==> src/rtl/decoder_scan_n_if.sv <==
// Load/select bundle for decoder_scan_n: load handshake in, one-hot select and status out.
interface decoder_scan_n_if #(
  parameter int unsigned N = 3
);
  localparam int unsigned OUTS = 2 ** N;

  logic            en;
  logic            mode;
  logic            load_valid;
  logic [N-1:0]    load_idx;
  logic            load_ready;
  logic [OUTS-1:0] o;
  logic [N-1:0]    idx;
  logic            wrap;

  modport master (
    output en, mode, load_valid, load_idx,
    input  load_ready, o, idx, wrap
  );

  modport slave (
    input  en, mode, load_valid, load_idx,
    output load_ready, o, idx, wrap
  );
endinterface

==> src/rtl/decoder_scan_n.sv <==
// Registered N-to-2^N one-hot decoder; HOLD shows a loaded index, SCAN walks all lines
// dwelling DWELL cycles on each and pulses wrap when stepping from the top line to 0.
module decoder_scan_n #(
  parameter int unsigned N     = 3,
  parameter int unsigned DWELL = 4
) (
  input  logic              clk,
  input  logic              rst,
  decoder_scan_n_if.slave   bus
);
  localparam int unsigned OUTS = 2 ** N;
  localparam int unsigned CW   = (DWELL > 1) ? $clog2(DWELL) : 1;

  typedef enum logic [1:0] {
    S_IDLE = 2'd0,
    S_HOLD = 2'd1,
    S_SCAN = 2'd2
  } state_e;

  state_e          state_q, state_d;
  logic [N-1:0]    idx_q, idx_d;
  logic [CW-1:0]   cnt_q, cnt_d;
  logic [OUTS-1:0] o_q, o_d;
  logic            wrap_q, wrap_d;
  logic            fire;
  logic            last;

  assign bus.load_ready = bus.en;
  assign fire           = bus.load_valid && bus.en;
  assign last           = (cnt_q == CW'(DWELL - 1));

  always_ff @(posedge clk or posedge rst) begin
    if (rst) begin
      state_q <= S_IDLE;
      idx_q   <= '0;
      cnt_q   <= '0;
      o_q     <= '0;
      wrap_q  <= 1'b0;
    end else begin
      state_q <= state_d;
      idx_q   <= idx_d;
      cnt_q   <= cnt_d;
      o_q     <= o_d;
      wrap_q  <= wrap_d;
    end
  end

  // Next-state: en low wins, then a load beats a dwell step.
  always_comb begin
    state_d = state_q;
    idx_d   = idx_q;
    cnt_d   = cnt_q;
    wrap_d  = 1'b0;
    if (!bus.en) begin
      state_d = S_IDLE;
      cnt_d   = '0;
    end else begin
      unique case (state_q)
        S_IDLE: begin
          if (fire) begin
            idx_d   = bus.load_idx;
            cnt_d   = '0;
            state_d = bus.mode ? S_SCAN : S_HOLD;
          end
        end
        S_HOLD: begin
          if (fire) idx_d = bus.load_idx;
          if (bus.mode) begin
            state_d = S_SCAN;
            cnt_d   = '0;
          end
        end
        S_SCAN: begin
          if (!bus.mode) begin
            state_d = S_HOLD;
            cnt_d   = '0;
            if (fire) idx_d = bus.load_idx;
          end else if (fire) begin
            idx_d = bus.load_idx;
            cnt_d = '0;
          end else if (last) begin
            idx_d  = idx_q + N'(1);
            cnt_d  = '0;
            wrap_d = (idx_q == N'(OUTS - 1));
          end else begin
            cnt_d = cnt_q + CW'(1);
          end
        end
        default: state_d = S_IDLE;
      endcase
    end
    // Select is derived from the next index so o and idx never skew.
    o_d = (state_d == S_IDLE) ? '0 : (OUTS'(1) << idx_d);
  end

  assign bus.o    = o_q;
  assign bus.idx  = idx_q;
  assign bus.wrap = wrap_q;
endmodule

==> src/flat_wrapper.sv <==
// flat-port wrapper written by rule: the top's interface ports become plain ports
module decoder_scan_n_flat 
#(
  parameter int unsigned N     = 3,
  parameter int unsigned DWELL = 4
)
  (clk, rst, bus_en, bus_mode, bus_load_valid, bus_load_idx, bus_load_ready, bus_o, bus_idx, bus_wrap);
  decoder_scan_n_if #(.N(N)) bus_i ();
  input  logic clk;
  input  logic rst;
  input wire logic [$bits(bus_i.en)-1:0] bus_en;
  input wire logic [$bits(bus_i.mode)-1:0] bus_mode;
  input wire logic [$bits(bus_i.load_valid)-1:0] bus_load_valid;
  input wire logic [$bits(bus_i.load_idx)-1:0] bus_load_idx;
  output wire logic [$bits(bus_i.load_ready)-1:0] bus_load_ready;
  output wire logic [$bits(bus_i.o)-1:0] bus_o;
  output wire logic [$bits(bus_i.idx)-1:0] bus_idx;
  output wire logic [$bits(bus_i.wrap)-1:0] bus_wrap;
  assign bus_i.en = bus_en;
  assign bus_i.mode = bus_mode;
  assign bus_i.load_valid = bus_load_valid;
  assign bus_i.load_idx = bus_load_idx;
  assign bus_load_ready = bus_i.load_ready;
  assign bus_o = bus_i.o;
  assign bus_idx = bus_i.idx;
  assign bus_wrap = bus_i.wrap;
  decoder_scan_n #(.N(N), .DWELL(DWELL)) u_core (.clk(clk), .rst(rst), .bus(bus_i));
endmodule
==> config.mk <==
export PLATFORM = sky130hd
export DESIGN_NAME = decoder_scan_n_flat
export DESIGN_NICKNAME = d
export VERILOG_FILES = /design/src/rtl/decoder_scan_n_if.sv /design/src/rtl/decoder_scan_n.sv /design/src/flat_wrapper.sv
export SDC_FILE = /design/constraint.sdc
export NUM_CORES = 1
export LEC_CHECK = 0
export BUFFER_PORTS_ARGS = -buffer_cell sky130_fd_sc_hd__buf_2
export CORE_MARGIN = 3
export CORE_UTILIZATION = 35
export CTS_CLUSTER_DIAMETER = 30
export CTS_CLUSTER_SIZE = 30
export DETAILED_ROUTE_END_ITERATION = 10
export GPL_ROUTABILITY_DRIVEN = 0
export GPL_TIMING_DRIVEN = 0
export HOLD_SLACK_MARGIN = 0.06
export MAX_ROUTING_LAYER = met4
export PLACE_DENSITY_LB_ADDON = 0.3
export SETUP_SLACK_MARGIN = 0.15
export SLEW_MARGIN = 20
export SYNTH_ARGS = -nofsm -noshare
export SYNTH_HDL_FRONTEND = slang
export SYNTH_SLANG_ARGS = --single-unit
==> constraint.sdc <==
create_clock -name clk -period 2.6 [get_ports clk]
set_clock_uncertainty 0.05 [all_clocks]
set_input_delay 0.78 -clock clk [delete_from_list [all_inputs] [get_ports clk]]
set_output_delay 0.78 -clock clk [all_outputs]
set_load 0.01 [all_outputs]
## Word level (Yosys, flattened, before mapping)

Index checks and enable logic that the tools add are counted.

- Bits in registers: 16
- Bits of input ports: 8
- Output and inout bits: 13
- Word-level logic and storage cells: 45

- Add/sub/neg operators: 2
- Equal/unequal tests: 7
- Shift operators: 1
- Multiplexer cells: 25
- Reduce and logical (&&, ||, !) cells: 5

Operators by type and width:

| cell | number |
|---|---|
| $mux W2 | 11 |
| $mux W3 | 5 |
| $pmux W2 S3 | 2 |
| $mux W8 | 1 |
| $shl A1 B3 Y8 const A | 1 |
| $pmux W3 S2 | 1 |
| $mux W1 | 5 |
| $eq A2 B2 Y1 const B | 2 |
| $logic_not A2 Y1 | 2 |
| $ne A4 B1 Y1 const B | 1 |
| $add A3 B1 Y3 const B | 1 |
| $eq A3 B3 Y1 const B | 1 |
| $ne A3 B2 Y1 const B | 1 |
| $ne A3 B3 Y1 const B | 1 |
| $reduce_and A3 Y1 | 1 |
| $add A2 B1 Y2 const B | 1 |
| $eq A2 B1 Y1 const B | 1 |
| $reduce_or A2 Y1 | 1 |
| $logic_and A1 B1 Y1 | 1 |

## Logic depth before layout (Yosys ltp)

Gate-level depths: netlist of run 1.

- Depth in word-level cells: 8
- Mapped depth: 6
- Mapped depth without buffers: 6

## Least setup slack after synthesis of run 1

OpenSTA, ideal clock, no wires.

- Path kind: register to register
- Start: register u_core.idx_q[0], in the netlist u_core.bus.idx[0]
- End: register u_core.o_q[1], in the netlist u_core.bus.o[1]
- Setup time: 86 ps
- Arrival time: 1,777 ps
- Required time: 2,464 ps
- Path slack: 687 ps
- Cell stages (with the launch flop): 7
- Path buffers: 0
- Period minus slack after synthesis: 1,913 ps
- Cells stage by stage: dfrtp_1 ha_1 ha_1 nand2b_1 o311a_1 a211o_1 nor3_1

- Longest elaborated chain between the ends: 8
- Elaborated cells between the ends (all ways): 9
- Classes of those cells: 1 x add/sub; 1 x shift; 7 x mux

Ends and longest elaborated chain:

| element | line | source |
|---|---|---|
| start: declaration | decoder_scan_n.sv:21 | `logic [N-1:0] idx_q, idx_d;` |
| start signal: assignment | decoder_scan_n.sv:41 | `idx_q <= idx_d;` |
| $add A3 B1 Y3 | decoder_scan_n.sv:82 | `idx_d = idx_q + N'(1);` |
| $mux W3 | decoder_scan_n.sv:81 | `end else if (last) begin` |
| $mux W3 | decoder_scan_n.sv:78 | `end else if (fire) begin` |
| $mux W3 | decoder_scan_n.sv:74 | `if (!bus.mode) begin` |
| $pmux W3 S2 | decoder_scan_n.sv:58 | `unique case (state_q)` |
| $mux W3 * | decoder_scan_n.sv:54 | `if (!bus.en) begin` |
| $shl A1 B3 Y8 * | decoder_scan_n.sv:93 | `o_d = (state_d == S_IDLE) ? '0 : (OUTS'(1) << idx_d);` |
| $mux W8 * | decoder_scan_n.sv:93 |  |
| net u_core.o_d[1] | decoder_scan_n.sv:23 | `logic [OUTS-1:0] o_q, o_d;` |
| end signal: assignment | decoder_scan_n.sv:37 | `o_q <= '0;` |
| end signal: assignment | decoder_scan_n.sv:43 | `o_q <= o_d;` |
| end: declaration | decoder_scan_n.sv:23 |  |

The timed path passes the listed nets; every way through them passes the cells marked *.
A chain may end at the register's enable or synchronous reset.

## Final worst setup path of run 1

- Start: register u_core.idx_q[0], in the netlist u_core.bus.idx[0]
- End: register u_core.o_q[0], in the netlist u_core.bus.o[0]

Same word-level chain as after synthesis.

==> flow_summary.toml, run 1 <==
[clock_tree]
cts_resized = 0
clkSinkCount = 16
h-tree-depth = 1
cts_made_buffers = 3
root_buffer = "clkbuf_4"
cts_hold_repair.buffers = 0
cts.path.max_buffers = 2
cts_tree = "yes"
clk_latency_ns = 0.29
clk_pin_slew_ns = 0.10
cts_setup_buffers = 0

[grt]
grt_usage_pct = 13.9
grt-ovfl-total = 0
grt_pass1_vias = 641
grt_max_degree = 17
grt_pass1_wl_um = 2800
antenna_found_initial = 0

[floorplan]
dieWidth_um = 53.3
pin_count = 21
die-area_mm2 = 0.00285
num_rows = 16
start_util_pct = 38.4
fp.dieH_um = 53.3
coreArea_mm2 = 0.00204

[timing]
fmax_mhz = 486
grt_setup_unrepaired = "no"
period_needed_ns = 2.06
slew_violations = 0
final.period_utilization_pct = 79.1
setup_tns_ns = 0
slew_headroom_pct = 60.4
worst_pin_slew_ns = 0.593
hold_violations = 0
setup_viol = 0

[worst_setup_path]
rrSetupSlack_ns = 0.54
critPathTopFamily = "compound AO/OA/AOI/OAI gates"
rr_startpoint = "u_core.bus.idx[0]$_DFF_PP0_"
r2r_cells = 6
crit_top_cell = "ha_1"
crit_buf_inv = 0
start_kind = "flop"
crit_required_ns = 2.75
worstSetupPathType = "flop to flop"
slowest_delay_ns = 0.42
r2r-end = "u_core.bus.o[0]$_DFF_PP0_"
critPathMaxFanout = 4
critical_path.cell_chain = "ha_1 -> ha_1 -> nand2b_1 -> o311a_1 -> a211o_1 -> nor3_1"
end_kind = "flop"
cp_slowest_cell = "dfrtp_1"
arrival_ns = 2.20

[synthesis]
synth-edff-count = 0
synth_top_cell_area_share_pct = 51.0
ys_ff_latch = 16
synthArstFlopShare_pct = 100
synth-warning-count = 0
synth-seq-area-share_pct = 51.0
synth.most_common_cell = "dfrtp_1"
syn-num-nets = 85
netlist_area_um2 = 785
synth_area_leader_cell = "dfrtp_1"
ys_types = 27
synthTopCellsByCount = "16 x dfrtp_1, 10 x nor3_1, 5 x a21oi_1, 4 x ha_1, 4 x inv_1"
synth_cells = 73
synth_ff_type = "dfrtp_1"
syn_avg_cell_area_um2 = 10.7
yosys-top-cells-area = "dfrtp_1 51%, ha_1 6.4%, nor3_1 6.4%"

[drt]
routedWlPerCell_um = 13.0
routed_wl_um = 1610
first_pass_iters = 4
ant_nets = 0
vias = 653
routed_via_density = 5.27
drc = 0
drt_iter0_drc = 15

[layout]
final_cells = 124
multi_input_area_um2 = 362
areaGrowthSynthToFinish_pct = 21.7
num_antenna_cells = 0
seqCellArea_um2 = 400
n_fill_cell = 221
final_util_pct = 46.8
num-nets-final = 110
drive_gt1_share_pct = 30.9

[placed_design]
hpwlAfterDp_um = 1190
io_buffers = 20
placedCellCount = 120

[power_and_ir_drop]
power.share.clock_pct = 30.5
p_seq_share_pct = 51.2
leakagePower_nw = 0.494
pwr_density_cell_mw_per_mm2 = 565
peakVddDrop_mv = 0.242
intPower_mw = 0.389
p_comb_share_pct = 18.3
finalPower_mw = 0.540
sw_frac_of_total_pct = 27.8
switching_power_mw = 0.150

[run]
cap_violations = 0

[outcome]
status = "complete, no violations"

[min_path]
hp-class = "input port to async pin"
==> cell type report <==
| class | instances | area share (%) |
|---|---|---|
| Clock buffer | 4 | 3.80 |
| Buffer | 1 | 0.786 |
| Multi-Input combinational cell | 52 | 37.9 |
| Inverter | 4 | 1.57 |
| Sequential cell | 16 | 41.9 |
| Tap cell | 27 | 3.54 |
| Timing Repair Buffer | 20 | 10.5 |
==> worst max path at each step <==
| stage | start | end | cells past startpoint |
|---|---|---|---|
| 2_1_floorplan | u_core.bus.idx[0]$_DFF_PP0_ | u_core.bus.o[1]$_DFF_PP0_ | 6 |
| 3_3_place_gp | bus_en | u_core.bus.o[5]$_DFF_PP0_ | 6 |
| 3_5_place_dp | bus_en | u_core.bus.o[5]$_DFF_PP0_ | 6 |
| 4_1_cts | u_core.bus.idx[0]$_DFF_PP0_ | u_core.bus.o[0]$_DFF_PP0_ | 6 |
| 5_1_grt | u_core.bus.idx[0]$_DFF_PP0_ | u_core.bus.o[0]$_DFF_PP0_ | 6 |
| 6_report | u_core.bus.idx[0]$_DFF_PP0_ | u_core.bus.o[0]$_DFF_PP0_ | 6 |
==> sequential cells by signal (all words and copies together), names as in the netlist <==
name	cells
u_core.bus.wrap	1
u_core.cnt_q	2
u_core.state_q	2
u_core.bus.o	8
u_core.bus.idx	3
==> worst register-to-register path: stages, from the launching register on <==
cell and delay (ns):
dfrtp_1 0.42, ha_1 0.22, ha_1 0.30, nand2b_1 0.17, o311a_1 0.33, a211o_1 0.32, nor3_1 0.16
==> placed cells by master, fill, tap and decap left out, types with 2 or more instances in the layout <==
| master | n |
|---|---|
| a211o_1 | 2 |
| a21oi_1 | 5 |
| and2_1 | 3 |
| buf_2 | 20 |
| clkbuf_4 | 3 |
| dfrtp_1 | 16 |
| ha_1 | 4 |
| inv_1 | 4 |
| nand2_1 | 3 |
| nand2b_1 | 3 |
| nand3_1 | 2 |
| nor2_1 | 3 |
| nor3_1 | 10 |
| o21ai_0 | 3 |
==> cell families after synthesis <==
family	count (synthesis)	share of synthesized area [%]
adder cells (fa/ha/maj)	4	6.38
AND/OR/NAND/NOR	27	19.5
multiplexers	1	1.28
flip-flops	16	51.0
AO/OA/AOI/OAI	20	19.0
buffers and inverters	5	2.87
==> power by group through the flow <==
stage | clock [mW] | combinational, mW | sequential, mW
floorplan | 0 | 0.0596 | 0.285
global placement | 0 | 0.0980 | 0.281
detailed placement | 0 | 0.0990 | 0.282
CTS | 0.169 | 0.0996 | 0.276
global route | 0.180 | 0.113 | 0.279
finish | 0.164 | 0.0989 | 0.276
==> stage by stage <==
| stage | hold slack [ns] | setup slack [ns] | instance area (um^2) |
|---|---|---|---|
| after floorplan | 0.474 | 0.687 | 785 |
| after global placement | 0.495 | 0.330 | 918 |
| after detailed placement | 0.504 | 0.321 | 918 |
| final | 0.485 | 0.544 | 955 |
| after global routing | 0.552 | 0.412 | 955 |
| after CTS | 0.517 | 0.550 | 955 |
==> per-layer routing <==
layer / vias up / global-route usage, % / share of wire, %
li1: 322 / - / -
met1: 300 / 18.5 / 47
met2: 29 / 20.2 / 43
met3: 2 / 2.54 / 9.1
met4: 0 / 6.38 / 0.56
met5: - / - / 0
(Power assumes the default switching activity.)
==> inputs of run 2 (changes only) <==
==> constraint.sdc (replaced) <==
create_clock -name clk -period 1.85 [get_ports clk]
set_clock_uncertainty 0.05 [all_clocks]
set_input_delay 0.555 -clock clk [delete_from_list [all_inputs] [get_ports clk]]
set_output_delay 0.555 -clock clk [all_outputs]
set_load 0.01 [all_outputs]
==> run 2 against run 1 <==
The run now ends with setup timing left. Routed wire length up 17%. Critical path depth unchanged. Utilization grew 8.2 points. Sequential share of layout area is 6.3 points lower. Flip-flop and latch count unchanged. Register-to-register slack worse by 0.58 ns. Clock power up 40%. Global-route usage is 0.40 points higher. Cell count grew 5.6%. Non-clock buffer count grew 7. Count of clock-buffer cells in the layout is the same. Largest power group unchanged.
==> flow_summary.toml, run 2 (synthesized netlist as in run 1, its figures left out) <==
[floorplan]
start_util_pct = 38.4
dieWidth_um = 53.3
coreArea_mm2 = 0.00204
pin_count = 21
die-area_mm2 = 0.00285
fp.dieH_um = 53.3
num_rows = 16

[layout]
areaGrowthSynthToFinish_pct = 43.1
final_cells = 131
seqCellArea_um2 = 400
largest_reg_flops = 8
final_util_pct = 55.0
final_cell_mix = "19 x buf_2, 16 x dfrtp_1, 7 x buf_4"
num_antenna_cells = 0
n_fill_cell = 193
num-nets-final = 117
drive_gt1_share_pct = 52.9
multi_input_area_um2 = 464
final_common_cell = "buf_2"

[drt]
drc = 0
routedWlPerCell_um = 14.4
routed_via_density = 5.20
ant_nets = 0
routed_wl_um = 1880
vias = 681
first_pass_iters = 4
drt_iter0_drc = 8

[worst_setup_path]
arrival_ns = 2.04
critPathLaunch = "u_core.bus.idx[1]$_DFF_PP0_"
crit_required_ns = 2.00
r2r-end = "u_core.bus.o[0]$_DFF_PP0_"
critPathMaxFanout = 4
rrSetupSlack_ns = -0.03
rr_startpoint = "u_core.bus.idx[1]$_DFF_PP0_"
end_kind = "flop"
worstSetupPathType = "flop to flop"
start_kind = "flop"
r2r_cells = 6
critPathCapture = "u_core.bus.o[0]$_DFF_PP0_"

[outcome]
violations = "setup timing"
status = "finished with violations"

[grt]
grt_max_degree = 17
grt-ovfl-total = 0
antenna_found_initial = 0
grt_usage_pct = 14.3
grt_pass1_vias = 630
grt_pass1_wl_um = 2840

[placed_design]
hpwlAfterDp_um = 1260
placedCellCount = 120
io_buffers = 20

[min_path]
hp-class = "input port to async pin"

[clock_tree]
cts_made_buffers = 3
clk_pin_slew_ns = 0.10
h-tree-depth = 1
clk_latency_ns = 0.29
cts.path.max_buffers = 2
clkSinkCount = 16
root_buffer = "clkbuf_4"
cts_tree = "yes"

[timing]
worst_pin_slew_ns = 0.592
slew_headroom_pct = 60.5
fmax_mhz = 531
hold_violations = 0
setup_viol = 4
final.period_utilization_pct = 102
worst_slack_ns = -0.0339
slew_violations = 0
period_needed_ns = 1.88
grt_setup_unrepaired = "yes"

[power_and_ir_drop]
finalPower_mw = 0.832
leakagePower_nw = 0.544
peakVddDrop_mv = 0.688
pwr_density_cell_mw_per_mm2 = 741

[run]
cap_violations = 0
-- run 2: cell types whose count changed in the layout (fill, tap and decap cells not counted), moves of 2 or more --
cell,before,now
ha_2,0,3
nor3_1,10,4
ha_1,4,0
inv_1,4,2
nor3_2,0,6
buf_6,0,2
buf_4,1,7
-- run 2: through the flow --
stage / cell area (um^2) / hold slack (ns) / setup slack [ns] / TNS [ns]
finish: 1120 / 0.264 / -0.0339 / -0.0884
CTS: 1040 / 0.289 / -0.0612 / -0.174
detailed placement: 943 / 0.524 / -0.187 / -1.28
global route: 1120 / 0.302 / -0.0928 / -0.365
global placement: 943 / 0.510 / -0.148 / -1.14
floorplan: 810 / 0.419 / -0.0168 / -0.0168
-- run 2: cell type report --
cell class / count / share of cell area [%]
flip-flops and latches: 16 / 35.7
multi-input cells: 52 / 41.4
plain buffers: 1 / 0.669
repair buffers: 27 / 14.5
well taps: 27 / 3.01
clock buffers: 4 / 3.23
inverters: 4 / 1.56
-- run 2: worst max-delay path, stage by stage, from the launching register on --
cell and delay, ns:
dfrtp_1 0.41, ha_2 0.19, ha_4 0.22, nand2b_4 0.14
o311a_4 0.32, a211o_4 0.37, nor3_2 0.11
-- run 2: per-layer routing --
layer,wire length (um),share of wire [%],global-route usage (%)
met5,0,0,-
met4,9,0.48,5.53
met3,96,5.1,5.35
met2,954,51,21.8
met1,823,44,16.9
-- run 2: repair_timing --
action,CTS,global route
hold endpoints to repair,0,0
hold buffers,0,0
setup endpoints to repair,9,11
resized for setup,5,15
setup buffers,5,2
pin swaps,5,5
-- run 2: worst min-delay path by stage --
stage,from,end
6_report,rst,u_core.cnt_q[1]$_DFFE_PP0P_
5_1_grt,rst,u_core.cnt_q[0]$_DFFE_PP0P_
4_1_cts,rst,u_core.cnt_q[1]$_DFFE_PP0P_
3_5_place_dp,u_core.cnt_q[1]$_DFFE_PP0P_,u_core.cnt_q[1]$_DFFE_PP0P_
3_3_place_gp,u_core.cnt_q[1]$_DFFE_PP0P_,u_core.cnt_q[1]$_DFFE_PP0P_
2_1_floorplan,rst,u_core.bus.idx[0]$_DFF_PP0_
-- run 2: report_power, final --
| group | internal (mW) | total, mW | leakage, nW | switching, mW |
|---|---|---|---|---|
| logic | 0.100 | 0.216 | 0.309 | 0.115 |
| registers | 0.370 | 0.387 | 0.214 | 0.0171 |
| clock network | 0.120 | 0.229 | 0.0210 | 0.109 |
| total | 0.590 | 0.832 | 0.544 | 0.241 |
==> inputs of run 3 (changes only) <==
--- a/config.mk
+++ b/config.mk
@@ -6,8 +6,10 @@
 export NUM_CORES = 1
 export LEC_CHECK = 0
 export BUFFER_PORTS_ARGS = -buffer_cell sky130_fd_sc_hd__buf_2
+export CELL_PAD_IN_SITES_DETAIL_PLACEMENT = 2
+export CELL_PAD_IN_SITES_GLOBAL_PLACEMENT = 2
 export CORE_MARGIN = 3
-export CORE_UTILIZATION = 35
+export CORE_UTILIZATION = 31
 export CTS_CLUSTER_DIAMETER = 30
 export CTS_CLUSTER_SIZE = 30
 export DETAILED_ROUTE_END_ITERATION = 10
==> constraint.sdc (replaced) <==
create_clock -name clk -period 1.8 [get_ports clk]
set_clock_uncertainty 0.05 [all_clocks]
set_input_delay 0.54 -clock clk [delete_from_list [all_inputs] [get_ports clk]]
set_output_delay 0.54 -clock clk [all_outputs]
set_load 0.01 [all_outputs]
==> run 3 against run 2 <==
Design area rose by 5.2%. Critical path depth did not move. Count of clock-buffer cells in the layout did not move. Worst hold slack got worse by 0.014 ns. Largest cell class unchanged. Sequential power rose by 4%. The run still ends with setup timing left. Critical path type unchanged.
==> flow_summary.toml, run 3 (synthesized netlist as in run 1, its figures left out) <==
[outcome]
status = "finished with violations"
violations = "setup timing"

[power_and_ir_drop]
pwr_density_cell_mw_per_mm2 = 779
switching_power_mw = 0.289
p_comb_share_pct = 29.8
power.share.clock_pct = 26.4
intPower_mw = 0.630
p_seq_share_pct = 43.8
peakVddDrop_mv = 0.493
finalPower_mw = 0.920
sw_frac_of_total_pct = 31.5
leakagePower_nw = 0.571

[timing]
setup_tns_ns = -0.547
worst_pin_slew_ns = 0.610
slew_headroom_pct = 59.3
worst_slack_ns = -0.157
setup_viol = 8
final.period_utilization_pct = 109
hold_violations = 0
period_needed_ns = 1.96
slew_violations = 0
fmax_mhz = 511
grt_setup_unrepaired = "yes"

[layout]
final_common_cell = "buf_2"
drive_gt1_share_pct = 57.8
num-nets-final = 122
multi_input_area_um2 = 479
areaGrowthSynthToFinish_pct = 50.6
num_antenna_cells = 0
largest_reg_flops = 8
final_util_pct = 51.4
seqCellArea_um2 = 402
final_cell_mix = "19 x buf_2, 15 x dfrtp_1, 11 x buf_4"
n_fill_cell = 243

[min_path]
hp-class = "input port to async pin"

[grt]
grt_pass1_vias = 821
antenna_found_initial = 0
grt_pass1_wl_um = 4520
grt-ovfl-total = 0
grt_max_degree = 17
grt_usage_pct = 19.9

[placed_design]
io_buffers = 20
hpwlAfterDp_um = 1730

[floorplan]
pin_count = 21
fp.dieH_um = 56.3
dieWidth_um = 56.3
die-area_mm2 = 0.00317
start_util_pct = 34.2
num_rows = 17
coreArea_mm2 = 0.00230

[drt]
routed_wl_um = 2960
ant_nets = 0
first_pass_iters = 4
drt_iter0_drc = 31
routed_via_density = 5.53
routedWlPerCell_um = 21.6
drc = 0
vias = 758

[worst_setup_path]
critPathMaxFanout = 4
worstSetupPathType = "flop to flop"
rr_startpoint = "u_core.bus.idx[0]$_DFF_PP0_"
rrSetupSlack_ns = -0.16
end_kind = "flop"
crit_required_ns = 1.96
start_kind = "flop"
critPathLaunch = "u_core.bus.idx[0]$_DFF_PP0_"
arrival_ns = 2.12

[clock_tree]
root_buffer = "clkbuf_4"
cts.path.max_buffers = 2
clk_pin_slew_ns = 0.10
clk_latency_ns = 0.29
clkSinkCount = 16
h-tree-depth = 1
cts_made_buffers = 3
cts_hold_repair.buffers = 0
cts_tree = "yes"

[run]
cap_violations = 0
==> run 3: cell types whose count changed in the layout (fill, tap and decap cells not counted), sizes merged <==
cell / change
buf: +5
==> run 3: final cells by class <==
type / count / share of cell area [%]
Inverter: 4 / 1.48
Multi-Input combinational cell: 52 / 40.6
Clock buffer: 4 / 3.07
Buffer: 1 / 0.636
Tap cell: 28 / 2.97
Timing Repair Buffer: 32 / 17.3
Sequential cell: 16 / 34.0
==> run 3: repair_timing <==
item                                    4_1_cts  5_1_grt
endpoints found under the setup margin       12       12
pin swaps                                     5        2
buffers inserted                              6        6
gates resized for setup                      13       12
==> run 3: through the flow <==
| step | cell area [um^2] | instances | hold WS, ns | setup WS, ns |
|---|---|---|---|---|
| 2_1_floorplan | 810 | 73 | 0.404 | -0.0668 |
| 3_3_place_gp | 945 | 121 | 0.511 | -0.268 |
| 3_5_place_dp | 945 | 121 | 0.529 | -0.365 |
| 4_1_cts | 1080 | 131 | 0.274 | -0.133 |
| 5_1_grt | 1180 | 137 | 0.290 | -0.176 |
| 6_report | 1180 | 137 | 0.251 | -0.157 |
==> run 3: worst paths after layout <==
kind                                          endpoint  cells past startpoint
setup / recovery             u_core.bus.o[3]$_DFF_PP0_                      6
setup reg to reg             u_core.bus.o[3]$_DFF_PP0_                      6
hold reg to reg            u_core.bus.idx[2]$_DFF_PP0_                      2
hold / removal             u_core.cnt_q[1]$_DFFE_PP0P_                      2
min in group clk           u_core.state_q[0]$_DFF_PP0_                      2
max in group asynchronous  u_core.state_q[1]$_DFF_PP0_                      2
==> run 3: power groups by stage <==
| stage | clock (mW) | sequential (mW) | combinational [mW] |
|---|---|---|---|
| 6_report | 0.243 | 0.402 | 0.274 |
| 5_1_grt | 0.276 | 0.405 | 0.298 |
| 4_1_cts | 0.250 | 0.401 | 0.207 |
| 3_5_place_dp | 0 | 0.410 | 0.171 |
| 3_3_place_gp | 0 | 0.408 | 0.160 |
| 2_1_floorplan | 0 | 0.413 | 0.0984 |
==> run 3: routing by layer <==
layer / GRT usage, % / part of all wire [%] / up-vias
met3: 3.68 / 4.6 / 8
met1: 23.3 / 41 / 379
met5: - / 0 / -
met2: 33.4 / 51 / 29
met4: 8.14 / 2.8 / 0
li1: - / - / 342
==> run 3: critical path: stages (launching register included) <==
cell and delay [ns]:
dfrtp_1 0.39, ha_2 0.21, ha_4 0.22, nand2b_4 0.14
o311a_4 0.33, a211o_4 0.37, nor3_4 0.16
